`config.mk`:
```
export PLATFORM = sky130hd
export DESIGN_NAME = tile_cmd_gen
export DESIGN_NICKNAME = d
export VERILOG_FILES = /design/src/rtl/tile_cmd_gen.sv
export SDC_FILE = /design/constraint.sdc
export NUM_CORES = 1
export LEC_CHECK = 0
export ABC_AREA = 1
export CORE_AREA = 2 2 77 72
export CTS_CLUSTER_SIZE = 40
export DETAILED_ROUTE_END_ITERATION = 7
export DIE_AREA = 0 0 79 74
export PLACE_DENSITY = 0.75
export SYNTH_ARGS = -nofsm -noshare
export SYNTH_HDL_FRONTEND = slang
export SYNTH_SLANG_ARGS = --single-unit
```
`constraint.sdc`:
```
create_clock -name clk -period 1.9 [get_ports clk]
set_input_delay 0.285 -clock clk [delete_from_list [all_inputs] [get_ports clk]]
set_output_delay 0.285 -clock clk [all_outputs]
set_load 0.05 [all_outputs]
```
`src/rtl/tile_cmd_gen.sv`:
```
// Rectangle-fill command generator: turns one changed grid cell into a CASET/PASET/RAMWR
// transaction on an 8-bit 8080-style TFT bus, then pulses cmd_done.
module tile_cmd_gen #(
    parameter int unsigned TILE_W = 20,
    parameter int unsigned TILE_H = 20,
    parameter int unsigned GRID_H = 12
) (
    input  logic       clk,
    input  logic       nrst,
    input  logic       diff,
    input  logic [3:0] x,
    input  logic [3:0] y,
    input  logic [2:0] obj_code,
    output logic       cmd_done,
    output logic       busy,
    output logic [7:0] lcd_data,
    output logic       lcd_dcx,
    output logic       lcd_wrn,
    output logic       lcd_csx
);

    typedef enum logic [2:0] {
        IDLE, CASET_C, CASET_A, PASET_C, PASET_A, RAMWR_C, PIXEL, DONE
    } state_e;

    localparam logic [9:0] PIX_LAST = 10'(2 * TILE_W * TILE_H - 1);
    localparam logic [8:0] W9       = 9'(TILE_W);
    localparam logic [8:0] H9       = 9'(TILE_H);
    localparam logic [4:0] GRID_H5  = 5'(GRID_H);

    state_e      state_q, state_d;
    logic        phase_q, phase_d;
    logic [1:0]  arg_q, arg_d;
    logic [9:0]  pix_q, pix_d;
    logic [3:0]  x_q, y_q;
    logic [2:0]  obj_q;

    logic        cmd_done_q, busy_q, dcx_q, wrn_q, csx_q;
    logic [7:0]  data_q;

    logic        cap;
    logic        drive;
    logic [7:0]  byte_d;
    logic        byte_dcx;
    logic [8:0]  xs, xe, ys, ye, win_s, win_e;
    logic [15:0] colour;
    logic [7:0]  arg_byte;

    always_comb begin
        xs = 9'(x_q) * W9;
        xe = xs + W9 - 9'd1;
        ys = 9'(y_q) * H9;
        ye = ys + H9 - 9'd1;
        win_s = (state_q == PASET_A) ? ys : xs;
        win_e = (state_q == PASET_A) ? ye : xe;

        case (obj_q)
            3'd0:    colour = 16'h0000;
            3'd1:    colour = 16'h07E0;
            3'd2:    colour = 16'hFFE0;
            3'd3:    colour = 16'hF800;
            3'd4:    colour = 16'h001F;
            default: colour = 16'hFFFF;
        endcase

        // Window arguments go out big-endian: start hi/lo, then end hi/lo.
        case (arg_q)
            2'd0:    arg_byte = {7'd0, win_s[8]};
            2'd1:    arg_byte = win_s[7:0];
            2'd2:    arg_byte = {7'd0, win_e[8]};
            default: arg_byte = win_e[7:0];
        endcase
    end

    always_comb begin
        state_d  = state_q;
        arg_d    = arg_q;
        pix_d    = pix_q;
        cap      = 1'b0;
        drive    = 1'b0;
        byte_d   = '0;
        byte_dcx = 1'b1;

        case (state_q)
            IDLE: begin
                if (diff) begin
                    cap     = 1'b1;
                    arg_d   = '0;
                    pix_d   = '0;
                    state_d = ({1'b0, y} < GRID_H5) ? CASET_C : DONE;
                end
            end
            CASET_C: begin
                drive    = 1'b1;
                byte_d   = 8'h2A;
                byte_dcx = 1'b0;
                if (phase_q) state_d = CASET_A;
            end
            CASET_A, PASET_A: begin
                drive  = 1'b1;
                byte_d = arg_byte;
                if (phase_q) begin
                    arg_d = arg_q + 2'd1;
                    if (arg_q == 2'd3) state_d = (state_q == CASET_A) ? PASET_C : RAMWR_C;
                end
            end
            PASET_C: begin
                drive    = 1'b1;
                byte_d   = 8'h2B;
                byte_dcx = 1'b0;
                if (phase_q) state_d = PASET_A;
            end
            RAMWR_C: begin
                drive    = 1'b1;
                byte_d   = 8'h2C;
                byte_dcx = 1'b0;
                if (phase_q) state_d = PIXEL;
            end
            PIXEL: begin
                drive  = 1'b1;
                byte_d = pix_q[0] ? colour[7:0] : colour[15:8];
                if (phase_q) begin
                    if (pix_q == PIX_LAST) state_d = DONE;
                    else                   pix_d   = pix_q + 10'd1;
                end
            end
            DONE: begin
                state_d = IDLE;
                arg_d   = '0;
                pix_d   = '0;
            end
            default: state_d = IDLE;
        endcase

        phase_d = drive ? ~phase_q : 1'b0;
    end

    always_ff @(posedge clk or negedge nrst) begin
        if (!nrst) begin
            state_q <= IDLE;
            phase_q <= 1'b0;
            arg_q   <= '0;
            pix_q   <= '0;
            x_q     <= '0;
            y_q     <= '0;
            obj_q   <= '0;
        end else begin
            state_q <= state_d;
            phase_q <= phase_d;
            arg_q   <= arg_d;
            pix_q   <= pix_d;
            if (cap) begin
                x_q   <= x;
                y_q   <= y;
                obj_q <= obj_code;
            end
        end
    end

    // Bus pins are registered copies of the current byte/phase, so they lag the state by one cycle.
    always_ff @(posedge clk or negedge nrst) begin
        if (!nrst) begin
            cmd_done_q <= 1'b0;
            busy_q     <= 1'b0;
            data_q     <= '0;
            dcx_q      <= 1'b1;
            wrn_q      <= 1'b1;
            csx_q      <= 1'b1;
        end else begin
            cmd_done_q <= (state_q == DONE);
            busy_q     <= (state_q != IDLE) || cap;
            data_q     <= drive ? byte_d : '0;
            dcx_q      <= drive ? byte_dcx : 1'b1;
            wrn_q      <= drive ? phase_q : 1'b1;
            csx_q      <= ~drive;
        end
    end

    assign cmd_done = cmd_done_q;
    assign busy     = busy_q;
    assign lcd_data = data_q;
    assign lcd_dcx  = dcx_q;
    assign lcd_wrn  = wrn_q;
    assign lcd_csx  = csx_q;

endmodule

```
* Yosys cells after proc, flatten, opt, wreduce, memory -nomap -nowiden
Index checks and enable logic that the tools add are counted.
Word-level totals: memory bits (read-only) 0, latch bits 0, RAM bits 0, memories kept 0, register bits 40
Cells by class: mux-type cells 32, reductions and logical operators 13, shift-type cells 0, eq/ne operators 24, bitwise operators 2, $add $sub $neg 6, divide/modulo/power cells 0, multiply operators 2, magnitude comparators 1
Operators by type and width (count):
- $pmux W16 S5 | 1
- $pmux W8 S5 | 1
- $mux W10 | 3
- $mux W3 | 10
- $pmux W10 S3 | 1
- $pmux W8 S3 | 1
- $pmux W3 S7 | 1
- $add A9 B5 Y9 const B | 2
- $mux W9 | 2
- $ne A2 B2 Y1 const B | 9
- $sub A9 B1 Y9 const B | 2
- $mux W8 | 2
- $eq A3 B3 Y1 const B | 5
- $mul A4 B3 Y7 const B | 2
- $eq A3 B2 Y1 const B | 4
- $add A10 B1 Y10 const B | 1
- $eq A10 B10 Y1 const B | 1
- $reduce_bool A3 Y1 | 3
- $reduce_and A8 Y1 | 1
- $mux W1 | 7
- $eq A3 B1 Y1 const B | 2
- $logic_not A3 Y1 | 2
- $pmux W2 S3 | 1
- $reduce_or A6 Y1 | 1
- other kinds (12) | 15

* Depth between registers and ports, before layout
Gate-level depths: netlist of run 1.
word-level depth 7, gate-level depth with buffers 11

* Worst setup path after synthesis of run 1
Ideal clock, no wire load.
kind register to register, start reg x_q[3], end reg data_q[7] (netlist: lcd_data[7]), arrival time 1814 ps, library setup time 119 ps, slack -33 ps, data required time 1781 ps, stages on the path, launching flop included 11, period minus slack after synthesis 1933 ps, path through dfrtp_1 -> ha_1 -> ha_1 -> fa_1 -> nand3_1 -> inv_1 -> nand2_1 -> nand3_1 -> nand3_1 -> nand2_1 -> nand2_1
Between the ends: longest elaborated chain between the ends 7, elaborated cells on any way between the ends 8, those cells by class add/sub: 2; mul: 1; mux: 5
Ends and longest elaborated chain:
- start: declaration | RTL line 35 | logic [3:0] x_q, y_q;
- start signal: assignment | RTL line 144 | x_q <= '0;
- start signal: assignment | RTL line 153 | x_q <= x;
- $mul A4 B3 Y7 (*) | RTL line 50 | xs = 9'(x_q) * W9;
- $add A9 B5 Y9 | RTL line 51 | xe = xs + W9 - 9'd1;
- $sub A9 B1 Y9 | RTL line 51
- $mux W9 | RTL line 55 | win_e = (state_q == PASET_A) ? ye : xe;
- $pmux W8 S3 (*) | RTL line 67 | case (arg_q)
- $pmux W8 S5 (*) | RTL line 84 | case (state_q)
- $mux W8 (*) | RTL line 172 | data_q <= drive ? byte_d : '0;
- end signal: assignment | RTL line 172
- end: declaration | RTL line 39 | logic [7:0] data_q;
Mark *: on every way between the ends. The rest lies on a longest branch, timed or not. A chain may end at the register's enable or synchronous reset.

* Final worst setup path of run 1
start reg x_q[1], end reg data_q[7] (netlist: lcd_data[7])
Same word-level chain as after synthesis.

==> results.txt, run 1 <==
Core area: 0.005067 sq mm. The area of the multi-input gates was 0.001334 sq mm; the number of instances in the synthesized netlist was 318. The most critical setup path has its endpoint at lcd_data[7]. Yosys instantiated no cell more often than sky130_fd_sc_hd__nand2_1. The share of final-layout standard cells stronger than drive strength 1 works out to 0.1721. The worst setup path is captured at a flip-flop. The synthesis warning total is 0, and the die extent in y is 74 um. The largest total area in the synthesized netlist belongs to sky130_fd_sc_hd__dfrtp_1. Setup repair after global routing could not meet its margin everywhere. For the leakage power of the design, the log shows 1.498 nW.

CTS saw 40 sinks. 27 I/O pins were placed. Detailed routing inserted a total of 2,232 vias. The final antenna diode count is 0.

The share of power burned in the clock network is 0.101, and the pin slew with the least headroom to its limit is 0.5861 ns. The average vias per placed instance was 5.155; the remaining max-slew budget at the tightest pin was 0.6051. The run gives 2,080 as the number of global-route vias before repair. The cell sitting at the root of the clock tree is a sky130_fd_sc_hd__clkbuf_8.

The fraction of registers with async set or reset after synthesis is 1.000, and the final HPWL from detailed placement is 4043 um. Fraction of post-synthesis cell area in the top cell type by area: 0.3728. The synthesized design contains 40 register bits. Summed over all nets, the switching power comes to 2.542 mW.

The slowest stage of the critical path is the sky130_fd_sc_hd__fa_2 cell. At the worst endpoint, the arrival time is 2.19 ns. Averaged over all synthesized cells, the footprint is 7.810 sq um.

For the register share of total power, the log shows 0.255. The number of DRC markers in iteration 0 was 235. In the final routed layout, each cell accounts on average for 12.41 um. After floorplanning, the core was divided into 25 placement rows. The H-tree was split into 2 levels. The share of power burned in combinational logic was 0.645; the count of unresolved DRC violations after routing was 0. For the worst setup skew after layout, the log shows 0.005257 ns. Clock latency on the worst-skew pair, taken at its later pin, is 0.29 ns.

The critical path starts at x_q[1]. The quantity of I/O buffers inserted on ports was 26; the setup slack of the critical path after layout was -0.1075 ns. Setup violations remaining at the end of the flow were counted as 2. The tools report the worst flop-to-flop path startpoint as x_q[1]. With fillers left out, the area of the finished cells amounts to 0.003087 sq mm. Once placement completed, the tool counted placed cells totaling 420. Along the worst path, the maximum fanout reaches 3.

Max-cap violations in this run came to 0. The aggregate routed wire length is 5372 um. The fraction of the yosys area taken by sequential cells was 0.4045.

After synthesis, the cell types taking the most area are sky130_fd_sc_hd__dfrtp_1, sky130_fd_sc_hd__nand2_1, sky130_fd_sc_hd__ha_1. The logs give -0.11 ns for the worst reg-to-reg setup slack and 0.002484 sq mm for the synthesized area. The final reports fail on setup timing.

The post-route fraction of the period consumed by the critical path was 1.057. After synthesis, the most frequently instantiated cells are sky130_fd_sc_hd__nand2_1, sky130_fd_sc_hd__inv_1, sky130_fd_sc_hd__dfrtp_1, sky130_fd_sc_hd__nand3_1, sky130_fd_sc_hd__o21ai_0. VDD sags by at most 693.0 uV.

The number of iterations in the first detailed-routing pass was 4. The fill cell instance count of the final layout was 450; the area overhead of the layout relative to synthesis was 24.28%. The routability congestion estimate from global placement was 0.8748. In the final design database the tool counted 398 nets. The power per standard cell area works out to 1739 mW/mm^2. The critical register-to-register path endpoint is lcd_data[7].

The worst setup path is launched from a flip-flop. In this run the remaining antenna-violating nets after routing total 0. The internal power of the cells totals 2.825 mW. The startpoint-to-endpoint class of the critical path was flip-flop to flip-flop.

The die covers 0.005846 sq mm. The signal on the critical path passes through ha_4 > ha_4 > fa_2 > nand3_2 > inv_2 > nand2_1 > nand3_1 > nand3_1 > nand2_1 > nand2_1. Registers take 0.001005 sq mm. The critical path runs through a total of 10 cells. TritonCTS built the clock tree.

The path class of the tightest hold or removal check is input port to async pin. The number of synthesized flops with an enable pin was 0; the final critical-path required period was 2.008 ns. For the number of hold violations in the final report, the log shows 0. The first global-routing pass estimated 8907 um of wire. Summed over all layers, the global routing overflow is 0. From left edge to right edge, the die measures 79 um.

In this run, distinct cell masters in the synthesized netlist total 28. The combined buffer and inverter count along the critical path works out to 1. Leading register cell type out of synthesis: sky130_fd_sc_hd__dfrtp_1.

The starting density of the core was 0.4901. The global-route usage over all layers was 0.1931; the number of clock buffers inserted by TritonCTS was 5. After clock tree synthesis, the clock-pin slew on the worst setup and hold paths is 0.07 ns. The most frequent cell on the critical path is sky130_fd_sc_hd__nand2_1.

The total placed instance area was 0.002902 sq mm; the data required time of the worst path was 2.08 ns. The worst-case reg-to-reg path depth came out at 10. The cell family with the largest share of critical-path delay is adder cells. No sink is reached through more buffers than the 2 on the longest clock path. Entering global routing, the biggest net connects 22 pins.

The flow ran to the end, but the final reports show violations. Based on the critical path, the design can be clocked at up to 498.1 MHz. Final core area utilization: 0.6091. Final hold analysis gives a worst-case slack of 0.4755 ns. The number of nets handed over by synthesis was 350. The peak per-stage delay on the critical path was 0.61 ns; the initial antenna violation count was 0.

Once layout is complete, the cells apart from fillers number 433. For the count of pins over their slew limit, the log shows 0. The switching fraction of total power is 0.4736.
-- cell families (layout without fill, tap and decap cells) --
group,count (synthesis),in the layout,share of synthesized area
AO/OA/AOI/OAI,47,47,0.1129
XOR/XNOR,3,3,0.01058
adder cells (fa/ha/maj),18,18,0.09673
buffers and inverters,48,96,0.08463
flip-flops,40,40,0.4045
multiplexers,4,4,0.01813
AND/OR/NAND/NOR,158,158,0.2725
-- worst min-delay path by stage --
stage / from / to / slack, ns / depth (start not counted)
2_1_floorplan: nrst / arg_q[0] / -0.01 / 0
3_3_place_gp: nrst / lcd_data[7] / 0.26 / 1
4_1_cts: nrst / lcd_data[2] / 0.48 / 2
6_report: nrst / lcd_data[7] / 0.48 / 2
5_1_grt: nrst / phase_q / 0.52 / 2
3_5_place_dp: nrst / lcd_data[7] / 0.26 / 1
-- final cells by class --
cell class | count | area share
well taps | 67 | 0.02716
clock buffers | 6 | 0.02351
multi-input cells | 230 | 0.4321
clock inverters | 1 | 0.001621
repair buffers | 46 | 0.1378
inverters | 43 | 0.05229
flip-flops and latches | 40 | 0.3255
-- per-layer routing --
layer	track usage	vias up	wire, um
met3	0.03641	15	200
met1	0.2465	1036	2514
li1	-	1124	-
met5	0	-	0
met4	0.07854	0	141
met2	0.3286	57	2516
-- worst reg2reg max path, stage by stage (launching register included) --
cell                      delay (ns)
sky130_fd_sc_hd__dfrtp_1        0.42
sky130_fd_sc_hd__ha_4           0.26
sky130_fd_sc_hd__ha_4           0.16
sky130_fd_sc_hd__fa_2           0.61
sky130_fd_sc_hd__nand3_2        0.09
sky130_fd_sc_hd__inv_2          0.05
sky130_fd_sc_hd__nand2_1        0.04
sky130_fd_sc_hd__nand3_1        0.07
sky130_fd_sc_hd__nand3_1        0.08
sky130_fd_sc_hd__nand2_1        0.07
sky130_fd_sc_hd__nand2_1        0.05
-- through the flow --
| stage | setup WS [ns] | total power [mW] | TNS, ns |
|---|---|---|---|
| finish | -0.1075 | 5.367 | -0.1957 |
| global route | -0.1844 | 5.825 | -0.3672 |
| CTS | -0.1253 | 5.031 | -0.2299 |
| detailed placement | -0.1239 | 4.462 | -0.2285 |
| global placement | -0.05118 | 4.374 | -0.07918 |
| floorplan | -0.01964 | 3.607 | -0.02283 |
-- sequential cells by signal (all words and copies together), names as in the netlist --
signal,count
lcd_dcx,1
busy,1
lcd_wrn,1
obj_q,3
cmd_done,1
y_q,4
arg_q,2
x_q,4
phase_q,1
lcd_csx,1
pix_q,10
lcd_data,8
state_q,3
-- power by group through the flow --
stage | logic, mW | registers (mW) | clock network (mW)
after CTS | 3.13 | 1.35 | 0.549
after global routing | 3.85 | 1.40 | 0.576
final | 3.46 | 1.37 | 0.540
after detailed placement | 3.10 | 1.36 | 0
after global placement | 3.02 | 1.35 | 0
after floorplan | 1.87 | 1.74 | 0
-- cell usage in the layout, fill, tap and decap left out, drive strengths merged --
cell,netlist,layout
nand2,95,95
inv,43,43
dfrtp,37,37
o21ai,34,34
nand3,33,33
buf,5,23
clkdlybuf4s50,0,22
nor2,21,21
ha,16,16
a21oi,7,7
nand4,6,6
clkbuf,0,6
mux2,4,4
o211ai,3,3
dfstp,3,3
xnor2,2,2
or2,2,2
fa,2,2
and2,1,1
o22ai,1,1
o21bai,1,1
xor2,1,1
a31o,1,1
clkinv,0,1
dlygate4sd3,0,1
-- what timing repair did --
item / 4_1_cts / 5_1_grt
buffers inserted: 1 / 4
hold buffers: 1 / 0
endpoints found under the setup margin: 2 / 2
resized for setup: 0 / 9
endpoints found under the hold margin: 16 / 0
pin swaps: 2 / 2
(Power assumes the default switching activity.)
==> inputs of run 2 (changes only) <==
CORE_AREA = 8 8 83 78   (was 2 2 77 72)
DIE_AREA = 0 0 91 86   (was 0 0 79 74)
==> run 2 against run 1 <==
Net effect:
- the run still ends with setup timing left
- sequential power hardly changed
- non-clock buffer count is 4 lower
- largest power group unchanged
- sequential share of layout area is 0.092 points lower
- first-iteration DRC count is 49% lower
- routed wire length is 3.6% higher
- utilization is 0.17 points higher
- die area is 34% higher
- largest cell class unchanged
- flip-flop and latch count stayed put
- clock power is 36% higher
- highest routed layer unchanged
- setup slack better by 0.027 ns
==> results.txt, run 2 (synthesis results as in run 1) <==
The run finished, with violations left. The final reports fail on setup timing. Final antenna diode count: 0 (unchanged).

For the share of power burned in combinational logic, the log shows 0.614 (-0.031). Clock-pin slew on the worst setup and hold paths: 0.08 ns (about the same). The number of top-level pins was 27 (unchanged); the fill cell instance count of the final layout was 464 (+3.1%). The top achievable clock speed came out at 505.0 MHz (+1.4%).

Largest fanout on the critical path: 3 (unchanged). The tools report the worst setup skew after layout as 0.005042 ns (-0.0002156 ns). Register share of total power: 0.251 (-0.004).

Setup repair after global routing could not meet its margin everywhere. The number of flip-flops in the largest register is 10 (unchanged), and the count of pins over their slew limit is 0 (unchanged). The tools report the pre-CTS worst setup slack as -0.1424 ns (-0.01853 ns). The overall overflow remaining after global route is 0 (unchanged), and the number of global-route vias before repair is 2,099 (+0.91%). The worst-case reg-to-reg path depth is 10 (unchanged). The global-route usage over all layers came out at 0.1459 (-0.04723). The number of clock buffers inserted by TritonCTS is 5 (unchanged). The initial antenna violation count is 0 (unchanged). The tools report the setup slack of the critical path after layout as -0.08018 ns (+0.02736 ns).

Most frequent cell on the critical path: sky130_fd_sc_hd__nand2_1. The number of DRC markers in iteration 0 was 119 (-49%); the count of unresolved DRC violations after routing was 0 (unchanged). For the remaining max-slew budget at the tightest pin, the log shows 0.6339 (+0.02877). Number of hold violations in the final report: 0 (unchanged). The share of power burned in the clock network came out at 0.135 (+0.034).

The run gives 0.005067 sq mm (unchanged) as the core area. The combined buffer and inverter count along the critical path is 1 (unchanged), and the signal arrival time at the worst endpoint is 2.16 ns (-0.03 ns). Number of iterations in the first detailed-routing pass: 4 (unchanged).

Leaving out fill and tap cells, the most frequent cell in the layout is sky130_fd_sc_hd__nand2_1. The run gives 2.527 mW (-0.57%) as the switching power. The tools report the critical path startpoint as y_q[3]. The max-cap check violation count was 0 (unchanged). The worst setup path is launched from a flip-flop. The path class of the tightest hold or removal check is input port to async pin.

The run gives 2.928 mW (+3.6%) as the internal portion of total power. The pin slew with the least headroom to its limit is 0.5434 ns (-0.04271 ns). The total number of clock tree sinks is 40 (unchanged), and the layout net count is 394 (-1.0%). The slowest cell on the critical path is sky130_fd_sc_hd__fa_2. The critical path in this run is classified as flip-flop to flip-flop. The startpoint identified for the worst register-to-register timing path is y_q[3]. The logs give 2.08 ns (about the same) for the data required time of the worst path and 9390 um (+5.4%) for the first-pass GRT wire length. The quantity of I/O buffers inserted on ports came out at 26 (unchanged). Leaving out fill and tap cells, the most frequent cells in the layout are sky130_fd_sc_hd__nand2_1, sky130_fd_sc_hd__inv_1, sky130_fd_sc_hd__dfrtp_1. The endpoint identified for the worst register-to-register timing path is lcd_data[7]. The overall via count from detail_route is 2,190 (-1.9%), and the peak per-stage delay on the critical path is 0.61 ns (about the same). Power per standard cell area: 1762 mW/mm^2 (+1.3%). The cell family contributing the most delay on the critical path is adder cells. The run gives 0.8966 (+2.5%) as the routability congestion estimate from global placement.

The top register by number of flip-flops was pix_q. The signal on the critical path passes through ha_4 > ha_4 > fa_2 > nand3_2 > inv_2 > nand2_1 > nand3_1 > nand3_1 > nand2_1 > nand2_1. The post-route fraction of the period consumed by the critical path was 1.042 (-0.01440); the maximum level of the CTS H-tree was 2 (unchanged). CTS placed an instance of sky130_fd_sc_hd__clkbuf_8 at the clock tree root. Routed length per placed instance: 12.95 um (+4.4%). STA classifies the critical path endpoint as a flip-flop. The die boundary width works out to 91 um (+15%). The switching fraction of total power came out at 0.4633 (-0.01029). TritonCTS built the clock tree. The count of antenna-violating nets left after detailed routing was 0 (unchanged).

The tools report the setup violation total in the final timing report as 2 (unchanged). For the aggregate routed wire length, the log shows 5568 um (+3.6%). The maximum VDD drop was 852.2 uV (+23%); the largest net degree at the start of global routing was 22 (unchanged). The final HPWL from detailed placement is 4376 um (+8.2%).

The share of final-layout standard cells stronger than drive strength 1 was 0.1653 (-0.006842). The leakage power of the design was 1.501 nW (+0.18%). The overall power was 5.455 mW (+1.6%); the final critical-path required period was 1.980 ns (-0.02736 ns). The worst reg-to-reg setup slack was -0.08 ns (+0.03 ns). The starting density of the core is 0.4901 (unchanged).

The buffer depth of the longest clock path is 2 (unchanged). The average vias per placed instance works out to 5.093 (-1.2%). The area growth from synthesis to layout is 24.63%. The insertion delay of the later-clocked pin in the worst-skew pair is 0.29 ns (about the same), and the cell row count is 25 (unchanged). The die extent in y works out to 86 um (+16%).

The die area came out at 0.007826 sq mm (+34%).
==> run 2: cell count changes in the layout (fill, tap and decap cells not counted) <==
cell / before / now
sky130_fd_sc_hd__clkbuf_8: 5 / 6
sky130_fd_sc_hd__bufinv_16: 0 / 1
sky130_fd_sc_hd__nand3_1: 31 / 32
sky130_fd_sc_hd__buf_4: 20 / 16
sky130_fd_sc_hd__clkinv_4: 0 / 1
sky130_fd_sc_hd__nand3_2: 2 / 1
sky130_fd_sc_hd__clkbuf_1: 1 / 0
sky130_fd_sc_hd__clkinv_2: 1 / 0
==> run 2: timing repair <==
action	CTS	global route
hold endpoints to repair	17	0
setup buffers	0	0
gates resized for setup	3	5
hold buffers	1	0
pin swaps	2	2
endpoints found under the setup margin	2	2
==> run 2: per-layer routing <==
layer | global-route usage | wire length (um)
met1 | 0.1696 | 2542
met2 | 0.2510 | 2623
met3 | 0.04014 | 266
met4 | 0.05349 | 136
met5 | 0 | 0
==> run 2: final cells by class <==
cell class | count | area (sq um) | area share
clock inverter | 2 | 38.79 | 0.01253
sequential | 40 | 1005 | 0.3246
inverter | 43 | 161.4 | 0.05214
tap | 67 | 83.83 | 0.02708
clock buffer | 6 | 82.58 | 0.02668
timing repair buffer | 42 | 395.4 | 0.1277
multi-input combinational | 230 | 1329 | 0.4293
==> run 2: how the worst max path moves through the flow <==
stage	endpoint	cells past startpoint
floorplan	lcd_data[7]	10
CTS	lcd_data[7]	10
global route	lcd_data[6]	9
global placement	lcd_data[7]	10
finish	lcd_data[7]	10
detailed placement	lcd_data[7]	10
==> run 2: power groups by stage <==
stage / logic [mW] / registers [mW] / clock network (mW)
floorplan: 1.87 / 1.74 / 0
global placement: 3.06 / 1.35 / 0
detailed placement: 3.14 / 1.36 / 0
CTS: 3.23 / 1.36 / 0.753
global route: 3.70 / 1.40 / 0.785
finish: 3.35 / 1.37 / 0.735
==> run 2: metrics by stage <==
step / TNS (ns) / instance area, sq um / utilization / hold WS [ns] / cells
2_1_floorplan: -0.02283 / 2489 / - / -0.01059 / 318
3_3_place_gp: -0.08313 / 2909 / 0.5741 / 0.2623 / 421
3_5_place_dp: -0.2364 / 2909 / 0.5741 / 0.2664 / 421
4_1_cts: -0.2092 / 3065 / 0.6049 / 0.4907 / 430
5_1_grt: -0.3752 / 3095 / 0.6109 / 0.5216 / 430
6_report: -0.1440 / 3095 / 0.6109 / 0.4804 / 430
==> run 2: worst register-to-register path: stages, from the launching register on <==
cell                      delay [ns]
sky130_fd_sc_hd__dfrtp_1        0.41
sky130_fd_sc_hd__ha_4           0.26
sky130_fd_sc_hd__ha_4           0.16
sky130_fd_sc_hd__fa_2           0.61
sky130_fd_sc_hd__nand3_2        0.10
sky130_fd_sc_hd__inv_2          0.05
sky130_fd_sc_hd__nand2_1        0.04
sky130_fd_sc_hd__nand3_1        0.07
sky130_fd_sc_hd__nand3_1        0.07
sky130_fd_sc_hd__nand2_1        0.06
sky130_fd_sc_hd__nand2_1        0.05
==> inputs of run 3 (changes only) <==
CORE_AREA = 8 8 82 76   (was 8 8 83 78)
CTS_BUF_LIST = sky130_fd_sc_hd__clkbuf_8   (was unset)
DIE_AREA = 0 0 90 84   (was 0 0 91 86)
HOLD_SLACK_MARGIN = 0.15   (was unset)
PLACE_DENSITY = 0.78   (was 0.75)
==> run 3 against run 2 <==
Net effect:
- the run still ends with setup timing left
- setup slack got worse by 0.073 ns
- sequential share of layout area fell by 0.31 points
- utilization rose by 4.0 points
- flip-flop and latch count did not move
- total power rose by 2.2%
- register-to-register slack got worse by 0.07 ns
- critical path depth did not move
- largest cell class unchanged
==> results.txt, run 3 (synthesis results as in run 1) <==
The die area was 0.007560 sq mm (-3.4%). The total number of clock tree sinks is 40 (unchanged). The tools report the number of global-route vias before repair as 2,098 (-0.048%). For the final worst hold slack, the log shows 0.4637 ns (-0.01672 ns).

The number of flip-flops in the largest register came out at 10 (unchanged). The signal arrival time at the worst endpoint was 2.24 ns (+0.08 ns); the area overhead of the layout relative to synthesis was 25.84%. The critical path endpoint category is a flip-flop. The tools report the critical register-to-register path endpoint as lcd_data[7]. The cell row count came out at 24 (-4.0%).

The leakage power of the design was 1.521 nW (+1.4%); the max-cap check violation count was 0 (unchanged). The routability congestion estimate from global placement came out at 0.8810 (-1.7%). For the worst setup skew after layout, the log shows 0.008991 ns (+0.003949 ns). The die boundary width was 90 um (-1.1%). The run gives 0 (unchanged) as the number of hold violations in the final report. For the data required time of the worst path, the log shows 2.08 ns (about the same). Maximum VDD drop: 705.3 uV (-17%). The register share of total power was 0.245 (-0.006); the largest net degree at the start of global routing was 22 (unchanged).

The initial antenna violation count is 0 (unchanged), and the switching fraction of total power is 0.4644 (+0.001062). The insertion delay of the later-clocked pin in the worst-skew pair was 0.29 ns (about the same); the layout net count was 396 (+0.51%). The pin slew with the least headroom to its limit works out to 0.5603 ns (+0.01689 ns). The run gives 0.6225 (-0.01138) as the remaining max-slew budget at the tightest pin. The logs give 0 (unchanged) for the overall overflow remaining after global route and -0.1527 ns (-0.07255 ns) for the setup slack of the critical path after layout.

The setup path with the least slack is of type flip-flop to flip-flop. Number of DRC markers in iteration 0: 140 (+18%). The run gives 2.588 mW (+2.4%) as the switching power. Setup repair after global routing could not meet its margin everywhere.

The run gives 4190 um (-4.3%) as the final HPWL from detailed placement. For the pre-CTS worst setup slack, the log shows -0.1245 ns (+0.01793 ns). The worst-case reg-to-reg path depth works out to 10 (unchanged). The final critical-path required period was 2.053 ns (+0.07255 ns). The flow ran to the end, but the final reports show violations. Leading cell type in the layout, fill and taps excluded: sky130_fd_sc_hd__nand2_1.

The share of power burned in the clock network was 0.123 (-0.012). The number of clock buffers inserted by TritonCTS is 5 (unchanged). TritonCTS built the clock tree. The core area is 0.004805 sq mm (-5.2%), and the share of power burned in combinational logic is 0.632 (+0.018). pix_q holds more flip-flops than any other register. The run gives 2 (unchanged) as the buffer depth of the longest clock path.

The final reports fail on setup timing. The worst reg-to-reg setup slack was -0.15 ns (-0.07 ns). In the layout the commonest cells are sky130_fd_sc_hd__nand2_1, sky130_fd_sc_hd__inv_1, sky130_fd_sc_hd__dfrtp_1. The tools report the count of pins over their slew limit as 0 (unchanged). The path type of the worst min-delay path is input port to async pin.

For the internal portion of total power, the log shows 2.986 mW (+2.0%). The aggregate routed wire length is 5504 um (-1.1%), and the starting density of the core is 0.5169 (+0.02680). The overall via count from detail_route is 2,188 (-0.091%), and the routed length per placed instance is 12.80 um (-1.1%). The count of unresolved DRC violations after routing is 0 (unchanged).

The tools report the cell at the root of the clock tree as sky130_fd_sc_hd__clkbuf_8. The number of top-level pins is 27 (unchanged). Top achievable clock speed: 487.2 MHz (-3.5%).

Post-route fraction of the period consumed by the critical path: 1.080 (+0.03818). STA classifies the critical path startpoint as a flip-flop. The number of iterations in the first detailed-routing pass is 4 (unchanged), and the clock-pin slew on the worst setup and hold paths is 0.08 ns (about the same). The startpoint identified for the worst register-to-register timing path is y_q[1].

The maximum level of the CTS H-tree was 2 (unchanged). Sum of negative setup slack: -0.2546 ns (-0.1106 ns). The count of antenna-violating nets left after detailed routing was 0 (unchanged). Largest fanout on the critical path: 3 (unchanged).

The average vias per placed instance is 5.088 (about the same). The power per standard cell area is 1783 mW/mm^2 (+1.2%), and the setup violation total in the final timing report is 2 (unchanged). For the global-route usage over all layers, the log shows 0.1469 (+0.0009801). The quantity of I/O buffers inserted on ports was 26 (unchanged); the share of final-layout standard cells stronger than drive strength 1 was 0.1836 (+0.01827).

The die extent in y is 84 um (-2.3%). The first-pass GRT wire length is 9328 um (-0.66%). The final antenna diode count was 0 (unchanged).
[run 3: cell types whose count changed in the layout (fill, tap and decap cells not counted), sizes merged]
cell,delta
buf,+2
inv,+1
clkbuf,-1
[run 3: what timing repair did]
item                                    4_1_cts  5_1_grt
buffers inserted                              0        1
endpoints found under the setup margin        2        2
gates resized for setup                       0       14
pin swaps                                     0       10
endpoints found under the hold margin        17        0
hold buffers                                  1        0
[run 3: area by class of cell]
cell class                      instances  area, sq um
Sequential cell                        40         1005
Clock buffer                            5        68.82
Inverter                               43        161.4
Fill cell                             404         1679
Multi-Input combinational cell        230         1360
Timing Repair Buffer                   44        410.4
Tap cell                               65        81.33
Clock inverter                          3        38.79
[run 3: worst max path at each step]
stage,startpoint,endpoint,slack [ns],depth (start not counted)
after floorplan,x_q[3],lcd_data[7],-0.02,10
after global placement,y_q[3],lcd_data[7],-0.05,10
after detailed placement,x_q[1],lcd_data[6],-0.12,9
after CTS,x_q[1],lcd_data[6],-0.14,9
after global routing,y_q[1],lcd_data[7],-0.22,10
final,y_q[1],lcd_data[7],-0.15,10
[run 3: layer usage]
layer  wire length, um  global-route usage  up-vias  part of all wire
met4                53             0.04230        0            0.0096
met1              2499              0.1787     1013              0.45
met5                 0                   0        -                 0
li1                  -                   -     1118                 -
met3               288             0.03777        6             0.052
met2              2663              0.2487       51              0.48
[run 3: stage by stage]
stage               cell area, sq um    util  cells  total power [mW]
floorplan                       2489       -    318             3.607
global placement                2914  0.6065    420             4.421
detailed placement              2914  0.6065    420             4.504
CTS                             3032  0.6310    429             5.201
global route                    3126  0.6505    430             5.996
finish                          3126  0.6505    430             5.574
[run 3: power by group through the flow]
stage,clock (mW),sequential (mW),combinational (mW)
CTS,0.695,1.34,3.16
global placement,0,1.35,3.07
global route,0.737,1.40,3.86
finish,0.685,1.36,3.52
detailed placement,0,1.36,3.15
floorplan,0,1.74,1.87
[run 3: critical path, stage by stage, from the launching register on]
cell                      delay, ns
sky130_fd_sc_hd__dfrtp_1       0.42
sky130_fd_sc_hd__ha_4          0.27
sky130_fd_sc_hd__ha_4          0.16
sky130_fd_sc_hd__fa_1          0.61
sky130_fd_sc_hd__nand3_2       0.10
sky130_fd_sc_hd__inv_1         0.07
sky130_fd_sc_hd__nand2_1       0.06
sky130_fd_sc_hd__nand3_1       0.08
sky130_fd_sc_hd__nand3_2       0.08
sky130_fd_sc_hd__nand2_1       0.06
sky130_fd_sc_hd__nand2_1       0.04
